**src/rtl/serial_parity_rx.sv**
```systemverilog
// Serial frame receiver: start bit, WIDTH data bits LSB first, optional even parity, stop bit.
// Define SERIAL_PARITY_RX_PARITY_EN to include the parity bit and PARITY state.
module serial_parity_rx #(
    parameter int WIDTH = 8
) (
    input  logic             clk,
    input  logic             rst,
    input  logic             in_valid,
    input  logic             in_bit,
    output logic             out_valid,
    output logic [WIDTH-1:0] out_data,
    output logic             parity_err,
    output logic             frame_err
);

    localparam int CW = $clog2(WIDTH + 1);
    localparam logic [CW-1:0] LAST = CW'(WIDTH - 1);

`ifdef SERIAL_PARITY_RX_PARITY_EN
    typedef enum logic [1:0] {IDLE = 2'd0, DATA = 2'd1, PARITY = 2'd2, STOP = 2'd3} state_t;
`else
    typedef enum logic [1:0] {IDLE = 2'd0, DATA = 2'd1, STOP = 2'd3} state_t;
`endif

    state_t           state, nxt;
    logic [CW-1:0]    cnt;
    logic [WIDTH-1:0] shreg;
    logic             done;
`ifdef SERIAL_PARITY_RX_PARITY_EN
    logic             par_acc;
`endif

    always_ff @(posedge clk) begin
        if (rst) state <= IDLE;
        else     state <= nxt;
    end

    always_comb begin
        nxt = state;
        if (in_valid) begin
            unique case (state)
                IDLE:   if (!in_bit) nxt = DATA;
`ifdef SERIAL_PARITY_RX_PARITY_EN
                DATA:   if (cnt == LAST) nxt = PARITY;
                PARITY: nxt = STOP;
`else
                DATA:   if (cnt == LAST) nxt = STOP;
`endif
                // A 0 stop bit returns to IDLE; it is never taken as the next start bit.
                STOP:   nxt = IDLE;
                default: nxt = IDLE;
            endcase
        end
    end

    always_comb begin
        done = in_valid && (state == STOP);
    end

    always_ff @(posedge clk) begin
        if (rst) begin
            cnt   <= '0;
            shreg <= '0;
`ifdef SERIAL_PARITY_RX_PARITY_EN
            par_acc <= 1'b0;
`endif
        end else if (in_valid) begin
            case (state)
                IDLE: begin
                    cnt <= '0;
`ifdef SERIAL_PARITY_RX_PARITY_EN
                    par_acc <= 1'b0;
`endif
                end
                DATA: begin
                    for (int i = 0; i < WIDTH; i++)
                        if (cnt == CW'(i)) shreg[i] <= in_bit;
                    cnt <= cnt + CW'(1);
`ifdef SERIAL_PARITY_RX_PARITY_EN
                    par_acc <= par_acc ^ in_bit;
`endif
                end
`ifdef SERIAL_PARITY_RX_PARITY_EN
                PARITY: par_acc <= par_acc ^ in_bit;
`endif
                default: ;
            endcase
        end
    end

    // Result registers: flags are only ever high alongside the out_valid pulse.
    always_ff @(posedge clk) begin
        if (rst) begin
            out_valid <= 1'b0;
            out_data  <= '0;
            frame_err <= 1'b0;
        end else begin
            out_valid <= done;
            frame_err <= done & ~in_bit;
            if (done) out_data <= shreg;
        end
    end

`ifdef SERIAL_PARITY_RX_PARITY_EN
    always_ff @(posedge clk) begin
        if (rst) parity_err <= 1'b0;
        else     parity_err <= done & par_acc;
    end
`else
    assign parity_err = 1'b0;
`endif

endmodule
```
**config.mk**
```make
export PLATFORM = sky130hd
export DESIGN_NAME = serial_parity_rx
export DESIGN_NICKNAME = d
export VERILOG_FILES = /design/src/rtl/serial_parity_rx.sv
export SDC_FILE = /design/constraint.sdc
export NUM_CORES = 1
export LEC_CHECK = 0
export CAP_MARGIN = 5
export CORE_MARGIN = 4
export CORE_UTILIZATION = 46
export CTS_CLUSTER_SIZE = 24
export DETAILED_ROUTE_END_ITERATION = 6
export PLACE_DENSITY = 0.72
export SYNTH_ARGS = -nofsm -noshare
export SYNTH_HDL_FRONTEND = slang
export SYNTH_SLANG_ARGS = --single-unit
```
**constraint.sdc**
```tcl
create_clock -name clk -period 1.3 [get_ports clk]
set_clock_uncertainty 0.1 [all_clocks]
set_input_delay 0.26 -clock clk [delete_from_list [all_inputs] [get_ports clk]]
set_output_delay 0.26 -clock clk [all_outputs]
set_load 0.03 [all_outputs]
```
**After elaboration in Yosys (flattened, before gate mapping)**

Index checks and enable logic that the tools add are counted.

- Add/sub/neg operators: 1
- $mul: 0
- Div/mod/pow operators: 0
- $lt $le $gt $ge: 0
- Eq/ne operators: 11
- Shifts and indexed selects: 0
- Muxes and demuxes: 4
- Bitwise logic cells: 2
- Reduce and logical (&&, ||, !) cells: 14

Operators with widths:

| operator | number |
|---|---|
| $reduce_and 3->1 | 9 |
| $eq 4x3->1 const B | 4 |
| $eq 4x2->1 const B | 2 |
| $pmux 4 s2 | 1 |
| $add 4x1->4 const B | 1 |
| $eq 4x1->1 const B | 1 |
| $logic_not 4->1 | 1 |
| $mux 2 | 2 |
| $ne 2x2->1 const B | 2 |
| $pmux 2 s2 | 1 |
| $eq 2x1->1 const B | 1 |
| $eq 2x2->1 const B | 1 |
| $logic_not 2->1 | 1 |
| $reduce_and 2->1 | 1 |
| $reduce_bool 2->1 | 1 |
| $and 1x1->1 | 1 |
| $logic_and 1x1->1 | 1 |
| $not 1->1 | 1 |

- Register bits: 24
- Bits in latches: 0
- Memory bits (writable): 0
- Bits in read-only memories: 0
- Bits of input ports: 4
- Output and inout port bits: 11
- Logic and storage cells: 45
- Memories: 0

**Depth between registers and ports, before layout**

Gate-level depths: netlist of the first run.

- Word-level depth: 3
- Depth in mapped cells: 5
- Mapped depth without buffers: 4

**Worst setup path before layout of the first run**

Ideal clock, no wire load.

- Path type: reg-to-reg
- From: register state[0]
- To: register shreg[4]
- Setup time: 0.129 ns
- Arrival: 0.971 ns
- Data required time: 1.071 ns
- Slack: 0.100 ns
- Cell stages (with the launch flop): 6
- Buffers on the path: 2
- Clock period less this slack: 1.200 ns
- Cells stage by stage: dfxtp_1 -> buf_2 -> and4bb_1 -> buf_4 -> nand3_1 -> mux2i_1

- Longest elaborated chain between the ends: 2

RTL lines:

| element | RTL line | RTL |
|---|---|---|
| from (decl) | 25 | `state_t state, nxt;` |
| from (signal assigned) | 35 | `else state <= nxt;` |
| $eq 2x1->1 | 68 | `case (state)` |
| $reduce_and 3->1 (no line) | -- |  |
| to (signal, indexed assignment) | 77 | `if (cnt == CW'(i)) shreg[i] <= in_bit;` |
| to (decl) | 27 | `logic [WIDTH-1:0] shreg;` |

Every way passes these cells.
A chain may end at the register's enable or synchronous reset.

**Worst setup path in the final report of the first run**

- From: input in_valid
- To: register cnt[1]

- Longest elaborated chain between the ends: 1

RTL lines:

| element | RTL line | RTL |
|---|---|---|
| from (decl) | 8 | `input logic in_valid,` |
| $reduce_and 2->1 (no line) | -- |  |
| to (signal assigned) | 78 | `cnt <= cnt + CW'(1);` |
| to (decl) | 26 | `logic [CW-1:0] cnt;` |

Every way passes these cells.

==> run_results.csv, run 1 <==
group,metric,value,unit
floorplan,core,2040,um^2
clocking,cts_resized,0,
synthesis,synth_most_common_cell,"dfxtp_1",
floorplan,die_h,55.2,um
clocking,cts_made_buffers,3,
synthesis,yosys-top-cells-count,"dfxtp_1 (24), nand2_1 (20), a21oi_1 (13)",
grt,overflow,0,
clocking,clk_latency,0.32,ns
setup_path,required,1.46,ns
placement,place_hpwl,1410,um
synthesis,synth_top_area_share,46.9,%
routing,via_per_inst,5.02,
grt,grt_pass1_wl,3460,um
grt,antenna_found_initial,0,
synthesis,synth_top_area_cell,"dfxtp_1",
final_layout,nFillCells,178,
setup_path,crit_path_end_kind,"register",
placement,gp_congestion,0.790,
routing,wl_per_cell,11.5,um
clocking,cts_sinks,24,
grt,grt_start_max_net_pins,19,
routing,drt_iter0_drc,14,
clocking,clkTransAtPathRegs,0.13,ns
setup_path,reg2regPathDepth,4,
routing,ant_nets,0,
placement,port_buffers,13,
sta,setup_ws,0.0701,ns
synthesis,syn_area_per_cell,8.83,um^2
synthesis,postSynthCellCount,116,
sta,setup_violations,0,
setup_path,setup.worst_path.class,"in2reg",
status,status,"finished, final reports clean",
final_layout,fin_nets,147,
hold_path,worst_hold_path_type,"reg2reg",
placement,pre_cts_ws,-0.291,ns
routing,num_vias,828,
routing,drc,0,
synthesis,synth_seq_cells,24,
floorplan,start_util,50.2,%
hold_path,worstHoldPathCells,2,
sta,max_clock_freq,813,MHz
grt,grt_pass1_vias,774,
setup_path,startpoint_type,"input pin",
sta,tns,0,ns
clocking,cts_root_buf,"clkbuf_4",
synthesis,ys_warn_count,0,
synthesis,yosysSeqAreaShare,46.9,%
synthesis,synth_area_leaders,"dfxtp_1 (47%), mux2i_1 (7.8%), nand2_1 (7.3%), nand2b_1 (6.7%), a21oi_1 (6.3%)",
job,maxCapViolCount,0,
sta,hold_viol,0,
synthesis,synth.distinct_cells,24,
floorplan,die-area,3050,um^2
sta,drv_slew,0,
sta,period_share,94.6,%
sta,fin_crit,1.23,ns
clocking,htreeDepth,1,
synthesis,synth_edf_count,0,
routing,routed_wl,1900,um
synthesis,synth_nets,124,
power,ir_drop,0.797,mV
setup_path,crit_fanout,7,
clocking,cts_tree,"done",
routing,drt-pass1-iter-count,6,
clocking,post_cts_buffers,0,
clocking,clk_path_buf_depth,2,
final_layout,synthToLayoutAreaGrowth,25.6,%
grt,grt.total_usage,13.7,%
power,p_leak,0.000546,uW
synthesis,synth_top_flop_cell,"dfxtp_1",
clocking,cts.hold.buffers_added,0,
setup_path,crit_arrival,1.39,ns
floorplan,die_w,55.2,um
floorplan,io_pins,15,
synthesis,synth_area,1020,um^2
final_layout,drive_gt1_share,22.5,%
power,power-per-cell-area,1060,nW/um^2
synthesis,async_flop_share,0,%
floorplan,fp-row-count,16,
final_layout,insertedDiodeCount,0,
[final timing paths]
| kind | start | end | slack, ns |
|---|---|---|---|
| hold / removal | out_data[0] | out_data[0] | 0.36 |
| setup reg to reg | state[1] | shreg[7] | 0.09 |
| setup / recovery | in_valid | cnt[1] | 0.07 |
| hold reg to reg | out_data[0] | out_data[0] | 0.36 |
[final cells by class]
type,count,area (um^2),area share [%]
multi-input cells,81,497,38.6
clock inverters,1,30.0,2.33
repair buffers,26,210,16.3
inverters,3,11.3,0.875
flip-flops and latches,24,483,37.5
well taps,27,33.8,2.62
clock buffers,3,22.5,1.75
[cell usage in the layout, fill, tap and decap left out, drive strengths merged]
cell type,Yosys,routed
conb,1,1
a31oi,1,1
a211oi,1,1
nand3,10,10
nand2,20,20
nand2b,11,11
ha,4,4
mux2i,8,8
clkbuf,1,3
nor2,1,1
inv,3,3
nand3b,3,3
dfxtp,24,24
bufinv,0,1
o21ai,1,1
nor2b,3,3
nand4,1,1
nor3,1,1
and3,1,1
and4bb,1,1
buf,7,23
clkdlybuf4s50,0,3
a21oi,13,13
[critical path, stage by stage]
cell             delay (ns)
clkdlybuf4s50_1        0.48
buf_4                  0.14
nor2b_1                0.25
nand3_1                0.12
a21oi_1                0.14
[state kept, by name, indices dropped and copies added, names as in the netlist]
register and cells:
out_data 8, cnt 4, frame_err 1, shreg 8, out_valid 1, state 2
[power breakdown]
| part | switching (uW) | total [uW] | internal [uW] |
|---|---|---|---|
| clock | 229 | 541 | 312 |
| combinational | 43.4 | 84.1 | 40.7 |
| sequential | 3.85 | 744 | 740 |
[metal layers]
metal	track usage (%)	vias to the layer above	wire length [um]	share of wire [%]
met5	0	-	0	0
met4	5.21	0	17	0.89
met3	2.56	3	71	3.7
met2	23.0	13	916	48
met1	17.2	383	897	47
li1	-	429	-	-
[through the flow]
step	instance area, um^2	std cells	total power (uW)	hold WS, ns	utilization, %
floorplan	1020	116	806	0.239	-
global placement	1220	161	841	0.333	59.7
detailed placement	1220	161	843	0.338	59.7
CTS	1270	165	1380	0.360	62.3
global route	1290	165	1420	0.387	63.1
finish	1290	165	1370	0.358	63.1
[logic make-up (layout without fill, tap and decap cells)]
group | Yosys count | in the layout | synth area share, %
buf+inv | 11 | 33 | 5.13
simple gates | 52 | 52 | 26.7
other cells | 1 | 1 | 0.366
flops | 24 | 24 | 46.9
fa+ha+maj | 4 | 4 | 4.88
compound gates | 16 | 16 | 8.18
mux | 8 | 8 | 7.81
(Power assumes the default switching activity.)
==> inputs of run 2 (changes only) <==
Settings changed: CORE_MARGIN 4 to not set.
==> run 2 against run 1 <==
  * Sequential power barely moved
  * Via count rose by 0.12%
  * Worst hold slack got worse by 0.00081 ns
  * Global-route usage rose by 3.6 points
  * Critical path type unchanged
  * Combinational power fell by 5.7%
==> run_results.csv, run 2 (synthesized netlist as in run 1, its figures left out) <==
group,metric,value,unit
sta,rsz0062_at_grt,"no",
routing,drt-pass1-iter-count,4,
sta,setup_violations,0,
power,ir_drop,0.733,mV
floorplan,die_w,49.2,um
hold_path,worst_hold_path_type,"reg2reg",
floorplan,fp-row-count,16,
routing,ant_nets,0,
power,power-per-cell-area,1070,nW/um^2
clocking,clkTransAtPathRegs,0.14,ns
setup_path,required,1.40,ns
final_layout,synthToLayoutAreaGrowth,23.8,%
setup_path,crit_arrival,1.34,ns
floorplan,die-area,2420,um^2
placement,gp_congestion,0.900,
sta,max_clock_freq,803,MHz
routing,drc,0,
job,maxCapViolCount,0,
floorplan,start_util,50.7,%
grt,grt_pass1_vias,748,
routing,drt_iter0_drc,18,
sta,period_share,95.8,%
final_layout,drive_gt1_share,21.2,%
sta,hold_viol,0,
clocking,htreeDepth,1,
grt,antenna_found_initial,0,
setup_path,startpoint_type,"input pin",
final_layout,final_cell_mix,"dfxtp_1 (23), buf_4 (22), nand2_1 (20), a21oi_1 (13), nand2b_1 (11)",
clocking,cts.hold.buffers_added,0,
floorplan,core,2020,um^2
final_layout,fin_nets,146,
final_layout,final_common_cell,"dfxtp_1",
placement,dp.cells,160,
grt,grt_start_max_net_pins,15,
floorplan,die_h,49.2,um
clocking,cts_made_buffers,3,
clocking,cts_sinks,24,
grt,grt.total_usage,17.2,%
setup_path,setup.worst_path.class,"in2reg",
setup_path,crit_path_end_kind,"register",
final_layout,largestRegisters,"out_data (8), shreg (8), cnt (4)",
sta,drv_slew,0,
status,status,"finished, final reports clean",
sta,fin_crit,1.25,ns
final_layout,insertedDiodeCount,0,
clocking,clk_latency,0.31,ns
floorplan,io_pins,15,
routing,via_per_inst,5.05,
clocking,clk_path_buf_depth,2,
grt,overflow,0,
placement,place_hpwl,1420,um
routing,wl_per_cell,11.6,um
power,p_leak,0.000542,uW
sta,tns,0,ns
clocking,cts_tree,"done",
placement,port_buffers,13,
clocking,cts_root_buf,"clkbuf_4",
grt,grt_pass1_wl,3260,um
final_layout,stdcell_count,164,
power,p_total,1360,uW
setup_path,crit_fanout,9,
routing,routed_wl,1910,um
routing,num_vias,829,
run 2: cell type report:
class | count | area [um^2]
Timing Repair Buffer | 25 | 195
Clock inverter | 1 | 30.0
Inverter | 3 | 11.3
Sequential cell | 24 | 482
Fill cell | 182 | 753
Tap cell | 27 | 33.8
Clock buffer | 3 | 22.5
Multi-Input combinational cell | 81 | 494
run 2: critical path, cell delays in order:
cell and delay (ns):
clkdlybuf4s50_1 0.47, and4bb_1 0.20, buf_4 0.16, nand3_1 0.10
mux2i_1 0.14
run 2: power breakdown:
| part | switching [uW] | internal [uW] |
|---|---|---|
| Clock | 226 | 311 |
| Sequential | 3.46 | 740 |
| Combinational | 42.9 | 36.4 |
run 2: per-layer routing:
layer	wire length, um	global-route usage (%)	share of wire [%]	vias up
met3	86	3.12	4.5	2
met1	958	23.9	50	384
met2	854	27.2	45	18
met4	10	4.41	0.52	0
li1	-	-	-	425
met5	0	0	0	-
run 2: final timing paths:
check / from / end / cells after the start / slack [ns]
worst max-delay path: in_valid / shreg[6] / 5 / 0.05
worst min-delay path: shreg[6] / out_data[6] / 2 / 0.36
worst max register to register: cnt[3] / shreg[6] / 4 / 0.09
worst min register to register: shreg[6] / out_data[6] / 2 / 0.36
run 2: through the flow:
| step | hold slack, ns | cell area (um^2) | setup slack [ns] | utilization (%) |
|---|---|---|---|---|
| 2_1_floorplan | 0.239 | 1020 | 0.100 | - |
| 3_3_place_gp | 0.342 | 1210 | -0.255 | 60.0 |
| 3_5_place_dp | 0.346 | 1210 | -0.260 | 60.0 |
| 4_1_cts | 0.364 | 1260 | 0.0743 | 62.6 |
| 5_1_grt | 0.385 | 1270 | 0.0342 | 62.7 |
| 6_report | 0.357 | 1270 | 0.0543 | 62.7 |
run 2: repair_timing:
action	4_1_cts	5_1_grt
buffers inserted	0	0
setup endpoints to repair	0	1
gates resized for setup	0	2
==> inputs of run 3 (changes only) <==
Settings changed: PLACE_DENSITY 0.72 to not set, PLACE_DENSITY_LB_ADDON set to 0.12, RECOVER_POWER set to 50.
==> run 3 against run 2 <==
  * Critical path depth is the same
  * Combinational power shrank 4.8%
  * Clock power shrank 1%
  * Maximum frequency shrank 0.26%
  * Global-route usage shrank 0.63 points
  * Critical endpoint is now cnt[3]
==> run_results.csv, run 3 (synthesized netlist as in run 1, its figures left out) <==
group,metric,value,unit
routing,drc,0,
clocking,post_cts_buffers,0,
setup_path,required,1.44,ns
clocking,cts_resized,0,
power,cell_internal_pwr,1090,uW
sta,fin_crit,1.25,ns
final_layout,synthToLayoutAreaGrowth,20.5,%
final_layout,insertedDiodeCount,0,
setup_path,crit_arrival,1.38,ns
power,power_switching,267,uW
floorplan,die-area,2420,um^2
routing,routed_wl,1900,um
power,ir_drop,0.647,mV
floorplan,core,2020,um^2
placement,port_buffers,13,
grt,overflow,0,
setup_path,crit_path_end_kind,"register",
routing,drt-pass1-iter-count,4,
clocking,clk_path_buf_depth,2,
grt,grt.total_usage,16.6,%
setup_path,crit_fanout,9,
power,power-per-cell-area,1090,nW/um^2
grt,use_met3,2.80,%
sta,drv_slew,0,
power,switching_share,19.7,%
grt,busiest_layer,"met2",
clocking,cts_made_buffers,3,
final_layout,nFillCells,194,
clocking,cts.hold.buffers_added,0,
sta,setup_ws,0.0511,ns
routing,drt_iter0_drc,12,
routing,via_per_inst,4.97,
final_layout,drive_gt1_share,19.9,%
floorplan,fp-row-count,16,
floorplan,start_util,50.7,%
grt,antenna_found_initial,0,
clocking,clkTransAtPathRegs,0.14,ns
grt,met2_usage,28.1,%
final_layout,multi_input_area,494,um^2
placement,gp_congestion,0.811,
final_layout,fin_nets,145,
sta,rsz0062_at_grt,"no",
grt,met1_usage,21.0,%
final_layout,final_common_cell,"dfxtp_1",
power,seqPwrFrac,55.0,%
power,p_leak,0.000526,uW
sta,setup_violations,0,
setup_path,setup.worst_path.class,"in2reg",
final_layout,final_util,61.1,%
sta,period_share,96.1,%
final_layout,largestRegisters,"out_data (8), shreg (8), cnt (4)",
final_layout,final_cell_mix,"dfxtp_1 (23), nand2_1 (20), a21oi_1 (13), nand2b_1 (11), buf_4 (11)",
placement,dpl_cell_area,1200,um^2
clocking,cts_root_buf,"clkbuf_4",
routing,num_vias,810,
grt,grt_pass1_wl,3120,um
sta,hold_viol,0,
routing,wl_per_cell,11.7,um
clocking,htreeDepth,1,
power,clkPwrFrac,39.4,%
sta,max_clock_freq,801,MHz
final_layout,regArea,482,um^2
final_layout,stdcell_area,1230,um^2
floorplan,die_h,49.2,um
clocking,cts_sinks,24,
grt,grt_start_max_net_pins,16,
grt,grt_pass1_vias,747,
clocking,clk_latency,0.30,ns
status,status,"finished, final reports clean",
sta,tns,0,ns
placement,place_hpwl,1390,um
job,maxCapViolCount,0,
floorplan,io_pins,15,
routing,ant_nets,0,
hold_path,worst_hold_path_type,"reg2reg",
setup_path,startpoint_type,"input pin",
power,combPwrFrac,5.6,%
floorplan,die_w,49.2,um
clocking,cts_tree,"done",
placement,pre_cts_ws,-0.289,ns
run 3: area by class of cell:
cell class	count	area share [%]
clock inverter	1	2.43
sequential	24	39.0
inverter	3	0.912
multi-input combinational	81	40.0
clock buffer	3	1.82
timing repair buffer	24	13.1
tap	27	2.74
run 3: final timing paths:
| path | slack, ns | end | cells past startpoint | from |
|---|---|---|---|---|
| hold reg to reg | 0.35 | out_data[7] | 2 | shreg[7] |
| hold / removal | 0.35 | out_data[7] | 2 | shreg[7] |
| setup reg to reg | 0.09 | cnt[3] | 4 | state[1] |
| setup / recovery | 0.05 | cnt[3] | 5 | in_valid |
run 3: critical path, stage by stage:
cell and delay, ns:
clkdlybuf4s50_1 0.47, and4bb_1 0.20, buf_4 0.16, nand4_1 0.11, a31oi_1 0.18
run 3: per-layer routing:
layer,up-vias,part of all wire [%]
met3,0,2.9
met1,368,49
met2,16,48
met5,-,0
met4,0,0
li1,426,-
run 3: power groups by stage:
stage               combinational [uW]  sequential (uW)  clock (uW)
global route                      81.8              745         572
detailed placement                75.4              760           0
global placement                  75.3              760           0
floorplan                         47.2              759           0
CTS                               76.1              744         550
finish                            75.5              744         532
run 3: through the flow:
stage / instances / power [uW] / hold slack, ns
6_report: 163 / 1350 / 0.345
5_1_grt: 163 / 1400 / 0.385
4_1_cts: 163 / 1370 / 0.355
3_5_place_dp: 159 / 835 / 0.346
3_3_place_gp: 159 / 835 / 0.338
2_1_floorplan: 116 / 806 / 0.239
